[src/rtl/conv_window_gen.sv]
// conv_window_gen
//   Turns a raster-order 8-bit signed pixel stream into 5x5 sliding windows
//   (valid-mode, stride 1, no padding) for the downstream 5x5 convolution.
//   Four line buffers of IMG_W entries hold the previous four lines; a 5x5
//   register array holds the current neighbourhood.
//   Optional feature: define WINGEN_LAST_EN to add the win_last output, which
//   flags the final window of each frame.
module conv_window_gen #(
    parameter int IMG_W = 32,
    parameter int IMG_H = 32
) (
    input  logic                          clk,
    input  logic                          rst,
    input  logic                          pix_valid,
    input  logic signed [7:0]             pix_in,
    input  logic                          sof,
    output logic signed [4:0][4:0][7:0]   window,
    output logic                          win_valid,
`ifdef WINGEN_LAST_EN
    output logic                          win_last,
`endif
    output logic [$clog2(IMG_H)-1:0]      win_row,
    output logic [$clog2(IMG_W)-1:0]      win_col
);

    localparam int DATA_W = 8;
    localparam int ROW_W  = $clog2(IMG_H);
    localparam int COL_W  = $clog2(IMG_W);

    localparam logic [ROW_W-1:0] ROW_LAST  = ROW_W'(IMG_H - 1);
    localparam logic [COL_W-1:0] COL_LAST  = COL_W'(IMG_W - 1);
    localparam logic [ROW_W-1:0] ROW_FIRST = ROW_W'(4);
    localparam logic [COL_W-1:0] COL_FIRST = COL_W'(4);

    // lb[0] holds line row-4, lb[3] holds line row-1; never reset, stale
    // contents are masked by the row counter.
    logic signed [DATA_W-1:0] lb [4][IMG_W];

    logic [ROW_W-1:0] row_cnt;
    logic [COL_W-1:0] col_cnt;
    logic [ROW_W-1:0] cur_row;
    logic [COL_W-1:0] cur_col;
    logic             emit;

    // Position of the pixel being accepted; sof forces it to the frame origin.
    always_comb begin
        cur_row = row_cnt;
        cur_col = col_cnt;
        if (sof) begin
            cur_row = '0;
            cur_col = '0;
        end
        emit = pix_valid && (cur_row >= ROW_FIRST) && (cur_col >= COL_FIRST);
    end

    // Raster counters: advance per accepted pixel, wrap at line and frame end.
    always_ff @(posedge clk) begin
        if (rst) begin
            row_cnt <= '0;
            col_cnt <= '0;
        end else if (pix_valid) begin
            if (cur_col == COL_LAST) begin
                col_cnt <= '0;
                row_cnt <= (cur_row == ROW_LAST) ? '0 : cur_row + 1'b1;
            end else begin
                col_cnt <= cur_col + 1'b1;
                row_cnt <= cur_row;
            end
        end
    end

    // Line buffers: the column at cur_col moves up one line, new pixel enters at the bottom.
    always_ff @(posedge clk) begin
        if (pix_valid) begin
            for (int i = 0; i < 3; i++) begin
                lb[i][cur_col] <= lb[i+1][cur_col];
            end
            lb[3][cur_col] <= pix_in;
        end
    end

    // Window: shift left one column and load the new rightmost column.
    always_ff @(posedge clk) begin
        if (rst) begin
            window <= '0;
        end else if (pix_valid) begin
            for (int i = 0; i < 5; i++) begin
                for (int j = 0; j < 4; j++) begin
                    window[i][j] <= window[i][j+1];
                end
            end
            for (int i = 0; i < 4; i++) begin
                window[i][4] <= lb[i][cur_col];
            end
            window[4][4] <= pix_in;
        end
    end

    // Window qualifier and top-left coordinates, aligned with the window register.
    always_ff @(posedge clk) begin
        if (rst) begin
            win_valid <= 1'b0;
            win_row   <= '0;
            win_col   <= '0;
        end else begin
            win_valid <= emit;
            if (emit) begin
                win_row <= cur_row - ROW_FIRST;
                win_col <= cur_col - COL_FIRST;
            end
        end
    end

`ifdef WINGEN_LAST_EN
    // Final window of the frame is the one produced by the last pixel.
    always_ff @(posedge clk) begin
        if (rst) begin
            win_last <= 1'b0;
        end else begin
            win_last <= emit && (cur_row == ROW_LAST) && (cur_col == COL_LAST);
        end
    end
`endif

endmodule
[config.mk]
export PLATFORM = sky130hd
export DESIGN_NAME = conv_window_gen
export DESIGN_NICKNAME = d
export VERILOG_FILES = /design/src/rtl/conv_window_gen.sv
export SDC_FILE = /design/constraint.sdc
export NUM_CORES = 1
export LEC_CHECK = 0
export CAP_MARGIN = 20
export CORE_MARGIN = 4
export CORE_UTILIZATION = 40
export CTS_BUF_LIST = sky130_fd_sc_hd__clkbuf_8
export CTS_CLUSTER_DIAMETER = 40
export DETAILED_ROUTE_END_ITERATION = 10
export DONT_BUFFER_PORTS = 1
export PLACE_DENSITY = 0.64
export SYNTH_ARGS = -nofsm -noshare
export SYNTH_HDL_FRONTEND = slang
export SYNTH_SLANG_ARGS = --single-unit
[constraint.sdc]
create_clock -name clk -period 4.65 [get_ports clk]
set_input_delay 0.6975 -clock clk [delete_from_list [all_inputs] [get_ports clk]]
set_output_delay 0.6975 -clock clk [all_outputs]
set_load 0.01 [all_outputs]
# Yosys cells after proc, flatten, opt, wreduce, memory -nomap -nowiden
# Memories as Yosys holds them, arrays and structs flattened.
# Index checks and enable logic that the tools add are counted.
# totals
reg_bits	221
mem_bits_ro	0
latchBits	0
ramBits	1024
output_inout_bits	211
input_bits	12
mem_count	1
# mem_list
name	words	width	rd	rd_clocked_by_memory_dff	wr	line	rtl
lb	4	256	4	0	4	37	logic signed [DATA_W-1:0] lb [4][IMG_W];
# classes
eq_ne	2
n_div	0
n_lt_le_gt_ge	4
shifts	0
n_reduce_logical	3
bitwise	1
add_sub_neg	4
multipliers	0
n_mux	21
# ops
operator	n
$mux W256	1
$bmux W8 S5	4
$mux W8	9
$demux W8 S5	1
$mux W5	5
$add A5 B1 Y5 const B	2
$eq A5 B5 Y1 const B	2
$ge A5 B3 Y1 const B	2
$sub A5 B3 Y5 const B	2
$ge A6 B6 Y1 const B	1
$lt A6 B1 Y1 const B	1
$not A5 Y6	1
$logic_and A1 B1 Y1	3
$mux W1	1

# Logic depth before layout (Yosys ltp)
# Gate-level depths: netlist (run 1).
# depth
word_depth	7
ltp_mapped	15
ltp_nobuf	11

# Worst setup path before layout (run 1)
# OpenSTA, ideal clock, no wires.
# synth_path
path_kind	input -> register
startpoint	input pix_valid
endpoint	memory lb[0][112] (netlist bit), enable pin
t_arrival_ps	3328
setup_slack_ps	901
setup_time_ps	421
stages	5
t_required_ps	4229
n_path_buf	3
path_cell_list	clkbuf_1 > clkbuf_1 > buf_1 > nand3b_1 > nor2_1
# synth_rtl
element	line	rtl
start: declaration	14	input logic pix_valid,
end: declaration	37	

==> impl_metrics.yaml, run 1 <==
timing:
  slew_headroom_pct: 20.3
  fmax_ghz: 0.264
  tightest_slew_ns: 1.19
  fin_setup_tns_ns: 0
  slew_viol_final: 0
  hold_viol_final: 0
  setup_viol: 0
  min_period_ns: 3.79
  whs_ns: 0.125
  fin_worst_skew_ns: 0.0463
  finalCritPeriodShare_pct: 81.4
  rsz0062_at_grt: "no"
cts:
  cts_resized: 0
  cts_tree: "yes"
  root_buffer: "clkbuf_8"
  clock-sinks: 1245
  cts.clk_slew.worst_paths_ns: 0.06
  cts_hold_buffers: 12
  clock_latency_ns: 0.87
  cts.htree.levels: 4
  post_cts_buffers: 0
  numCtsBuffers: 199
  clock_path_buffers: 3
setup_path:
  worst_setup_path_start_kind: "register"
  crit_slowest_cell: "inv_1"
  worst-path-buf-inv: 3
  max_stage_delay_ns: 0.71
  cp_max_fo: 32
  crit_required_ns: 5.14
  critPathArrivalTime_ns: 4.27
  crit_family: "buffers and inverters"
  crit_chain: "nor2b_4 > buf_4 > nand2_1 > buf_4 > a21oi_1 > a22o_1 > nor3_2 > inv_1"
  crit_top_cell: "buf_4"
  crit_type: "reg -> reg"
  reg2reg_slack_ns: 0.86
  end_kind: "register"
route:
  vias: 29489
  viasPerCell: 5.89
  detail_route.first_pass.iterations: 6
  routedWlPerCell_microns: 29.1
  antenna_left: 0
  drc: 0
  drt-total-wl_microns: 146000
  drt_iter0_markers: 3932
logic_synthesis:
  synth.top_cells.by_area: "edfxtp_1 (63%), dfxtp_1 (9.1%), mux2i_1 (8.5%)"
  synth_edf_count: 1024
  ys_seq_elements: 1245
  seq_area_frac_synth_pct: 72.3
  synthCells: 3129
  avgSynthCellArea_sq_um: 15.5
  yosys_warnings: 0
  synth.top_cell.area_share_pct: 63.2
  synth_largest_area_cell: "edfxtp_1"
  syn_area_sq_mm: 0.0487
  async_flop_share_pct: 0
  synth_fp_nets: 3149
  synth_cell_types: 69
  ys.flop_type: "edfxtp_1"
placed_design:
  place_congestion: 0.807
  place.port_buffers: 0
  hpwlAfterDp_microns: 80200
final_layout:
  final_cell_mix: "edfxtp_1 (1024), mux2i_1 (414), nor2_1 (246)"
  fillers: 10397
  final_common_cell: "edfxtp_1"
  area_growth_pct: 13.3
  final_nets: 3245
  drive_gt1_share_pct: 14.3
global_routing:
  grt_max_degree: 218
  grt_pass1_vias: 28553
  grt_antenna_before_repair: 9
  track_usage_pct: 22.4
  grt_pass1_wl_microns: 208000
  grt_overflow_total: 0
floorplan:
  coreArea_sq_mm: 0.120
  start_util_pct: 40.4
  die_x_microns: 357
  die_h_microns: 357
  rows: 127
  boundaryPins: 223
  die_area_sq_mm: 0.127
power_and_ir_drop:
  power_density_mw_per_mm2: 413
  ir_worst_vdd_uv: 292
  p_leak_nw: 18.6
outcome:
  status: "completed"
run:
  cap_violations: 0
min_path:
  hp-class: "in -> reg"
==> Yosys cell counts (15+ instances only) <==
library cell and number:
a22oi_1 83, nand2_1 105, nor2b_1 38, buf_1 26, edfxtp_1 1024, and2_1 26
a211o_1 26, nand3b_1 27, nor2_1 279, clkbuf_1 58, o221ai_1 15, inv_1 22
buf_2 87, a211oi_1 65, mux2_2 23, a221oi_1 103, nand4_1 17, dfxtp_1 221
buf_4 43, o21ai_0 56, mux2i_1 414, nand2b_1 29, a21oi_1 90, o211ai_1 48
mux4_2 31
==> worst paths after layout <==
| path | startpoint | to | depth (start not counted) |
|---|---|---|---|
| setup / recovery | col_cnt[2] | lb[1][180] | 8 |
| hold / removal | pix_in[7] | lb[3][215] | 1 |
| setup reg to reg | col_cnt[2] | lb[1][180] | 8 |
| hold reg to reg | row_cnt[0] | row_cnt[0] | 2 |
==> area by class of cell <==
cell class / count / area, sq um / area share [%]
diodes: 4 / 10.0 / 0.0182
clock buffers: 216 / 2970 / 5.39
clock inverters: 153 / 898 / 1.63
inverters: 26 / 101 / 0.184
multi-input cells: 1632 / 12400 / 22.6
flip-flops and latches: 1245 / 35200 / 63.8
well taps: 1612 / 2020 / 3.66
repair buffers: 121 / 1480 / 2.68
==> kinds of logic (layout without fill, tap and decap cells) <==
family,Yosys count,in the layout,share of synthesized area [%]
flip-flops,1245,1245,72.3
AO/OA/AOI/OAI,581,581,8.76
AND/OR/NAND/NOR,572,572,5.52
multiplexers,468,468,10.5
buffers and inverters,252,516,2.68
adder cells (fa/ha/maj),8,8,0.206
XOR/XNOR,3,3,0.0540
other,0,4,0
==> where the power goes <==
group          internal (mW)  switching, mW  total, mW
clock network           4.73           4.31       9.04
registers               12.3          0.147       12.5
logic                  0.395          0.831       1.23
total                   17.5           5.29       22.7
==> through the flow <==
| stage | cell area (sq um) | instances | util, % | worst slack [ns] | power (mW) |
|---|---|---|---|---|---|
| 2_1_floorplan | 48700 | 3129 | - | 0.901 | 13.5 |
| 3_3_place_gp | 51000 | 4623 | 42.4 | 0.973 | 13.8 |
| 3_5_place_dp | 51000 | 4623 | 42.4 | 0.954 | 13.8 |
| 4_1_cts | 55100 | 5004 | 45.8 | 0.968 | 22.8 |
| 5_1_grt | 55100 | 5006 | 45.8 | 0.796 | 23.5 |
| 6_report | 55100 | 5009 | 45.8 | 0.863 | 22.7 |
==> sequential cells by signal, summed over array words and instances, names as in the netlist <==
name       flops
col_cnt        5
lb          1024
row_cnt        5
win_col        5
win_row        5
win_valid      1
window       200
==> per-layer routing <==
metal	wire length [microns]	track usage [%]	vias to the layer above
li1	-	-	12447
met1	57200	30.3	14912
met2	67200	35.3	1828
met3	16900	5.75	298
met4	4680	8.10	4
met5	27	0	-
(Power assumes the default switching activity.)
==> run 2: changes to the inputs <==
--- a/config.mk
+++ b/config.mk
@@ -12,7 +12,7 @@
 export CTS_CLUSTER_DIAMETER = 40
 export DETAILED_ROUTE_END_ITERATION = 10
 export DONT_BUFFER_PORTS = 1
-export PLACE_DENSITY = 0.64
+export PLACE_DENSITY = 0.66
 export SYNTH_ARGS = -nofsm -noshare
 export SYNTH_HDL_FRONTEND = slang
 export SYNTH_SLANG_ARGS = --single-unit
==> constraint.sdc (replaced) <==
create_clock -name clk -period 3.4 [get_ports clk]
set_input_delay 0.51 -clock clk [delete_from_list [all_inputs] [get_ports clk]]
set_output_delay 0.51 -clock clk [all_outputs]
set_load 0.01 [all_outputs]
==> run 2 against run 1 <==
Wire length down 0.39%. Clock skew increased by 0.0028 ns. Utilization rose by 1.4 points. Critical endpoint is now window[36]. Global-route usage shrank 0.16 points. Combinational power increased by 50%. Design area rose by 3.1%. Clock power up 37%. Via count grew 2.4%. Final cell count grew 3.8%. Sequential share of layout area is 1.9 points lower.
==> impl_metrics.yaml, run 2 (synthesized netlist as in run 1, its figures left out) <==
final_layout:
  reg.largest.list: "lb x1024, window x200"
  area_growth_pct: 16.8
  multiInputGateArea_sq_mm: 0.0125
  largest_reg_flops: 1024
  final_common_cell: "edfxtp_1"
  seq_area_sq_mm: 0.0352
  fillers: 10169
  final_cell_mix: "edfxtp_1 (1024), mux2i_1 (414), nor2_1 (245)"
  drive_gt1_share_pct: 15.9
  registers.top_by_ff_count: "lb"
  final_nets: 3437
  fin_util_pct: 47.2
global_routing:
  grt_pass1_vias: 29309
  track_usage_pct: 22.3
  grt_overflow_total: 0
  grt_max_degree: 190
  grt_pass1_wl_microns: 207000
  grt_antenna_before_repair: 7
cts:
  clock_latency_ns: 0.87
  numCtsBuffers: 198
  clock_path_buffers: 3
  clock-sinks: 1245
  cts_tree: "yes"
  cts.htree.levels: 4
  cts.clk_slew.worst_paths_ns: 0.07
  root_buffer: "clkbuf_8"
power_and_ir_drop:
  p_leak_nw: 19.3
  ir_worst_vdd_uv: 350
  switching_share_pct: 23.4
  clkPwrFrac_pct: 39.6
  intPower_mw: 23.9
  switchingPower_mw: 7.31
  seq_power_share_pct: 54.5
  power_frac_comb_pct: 5.9
  power_density_mw_per_mm2: 550
setup_path:
  critPathArrivalTime_ns: 4.05
  crit_slowest_cell: "dlygate4sd3_1"
  r2r_end: "window[36]"
  worst_setup_path_start_kind: "register"
  crit_type: "reg -> reg"
  end_kind: "register"
  crit_family: "buffers and inverters"
  crit_chain: "buf_12 > buf_12 > buf_4 > mux2i_1 > a21oi_1 > o21ai_0 > and3_1 > a311oi_1 > dlygate4sd3_1"
  crit_top_cell: "buf_12"
  worst-path-buf-inv: 4
  r2r_start: "col_cnt[0]"
  crit_required_ns: 4.16
  max_stage_delay_ns: 0.57
  reg2regPathDepth: 9
  reg2reg_slack_ns: 0.10
  cp_max_fo: 63
timing:
  tightest_slew_ns: 0.962
  fin_worst_skew_ns: 0.0491
  fin_setup_tns_ns: 0
  fmax_ghz: 0.303
  slew_viol_final: 0
  rsz0062_at_grt: "no"
  slew_headroom_pct: 35.9
  fin_ws_ns: 0.105
  setup_viol: 0
  whs_ns: 0.0918
  finalCritPeriodShare_pct: 96.9
  min_period_ns: 3.30
  hold_viol_final: 0
route:
  routedWlPerCell_microns: 28.0
  viasPerCell: 5.81
  vias: 30204
  antenna_left: 0
  drt_iter0_markers: 3426
  drt-total-wl_microns: 145000
  detail_route.first_pass.iterations: 5
  drc: 0
placed_design:
  place_congestion: 0.843
  dpl_worst_slack_ns: 0.337
  hpwlAfterDp_microns: 82500
  place.port_buffers: 0
floorplan:
  die_area_sq_mm: 0.127
  boundaryPins: 223
  start_util_pct: 40.4
  die_x_microns: 357
  coreArea_sq_mm: 0.120
  rows: 127
  die_h_microns: 357
min_path:
  min_from: "rst"
  holdPathEnd: "window[35]"
  hold_path_depth: 3
  hp-class: "in -> reg"
outcome:
  status: "completed"
run:
  cap_violations: 0
run 2: changes by cell type in the layout (fill, tap and decap cells not counted), sizes merged:
cell / change
clkinv: +27
dlygate4sd3: +120
bufinv: -1
inv: -29
clkinvlp: +2
buf: +72
run 2: worst max-delay path by stage:
stage                     from          to  slack, ns  depth (start not counted)
global placement    col_cnt[0]    lb[2][7]       0.30                          7
detailed placement  col_cnt[0]   lb[0][72]       0.34                          8
global route        col_cnt[2]  row_cnt[3]      0.008                         11
CTS                 col_cnt[2]  row_cnt[3]       0.07                         11
floorplan            pix_valid  lb[0][112]      -0.16                          5
finish              col_cnt[0]  window[36]       0.10                          9
run 2: worst min-delay path, stage by stage:
cell and delay, ns:
o21bai_1 0.13, a41oi_1 0.06, a31o_2 0.21
run 2: what timing repair did:
action                                  in CTS  in global routing
resized for setup                            0                  3
endpoints found under the setup margin       0                  3
hold buffers                               131                  0
hold endpoints to repair                   477                  0
setup buffers                                0                  0
run 2: cell type report:
cell class | count | share of cell area (%)
Timing Repair Buffer | 314 | 5.62
Multi-Input combinational cell | 1632 | 21.9
Clock buffer | 215 | 5.21
Sequential cell | 1245 | 61.9
Tap cell | 1612 | 3.55
Antenna cell | 4 | 0.0176
Inverter | 26 | 0.178
Clock inverter | 152 | 1.61
run 2: power by group through the flow:
stage	clock network, mW	logic (mW)	registers [mW]
6_report	12.4	1.84	17.0
5_1_grt	13.3	1.97	17.0
4_1_cts	12.5	1.82	17.0
3_5_place_dp	0	1.58	17.4
3_3_place_gp	0	1.55	17.4
2_1_floorplan	0	1.17	17.3
run 2: through the flow:
step	total power, mW	instance area, sq um	std cells
after floorplan	18.4	48700	3129
after global placement	18.9	51500	4698
after detailed placement	18.9	51500	4698
after CTS	31.4	56800	5196
after global routing	32.3	56800	5198
final	31.3	56800	5200
run 2: per-layer routing:
metal	global-route usage [%]	up-vias	share of wire (%)	wire (microns)
li1	-	12819	-	-
met1	29.4	15233	38	55900
met4	9.05	2	4.0	5810
met3	5.97	339	11	16600
met2	35.0	1811	46	67100
met5	0	-	0.0076	11
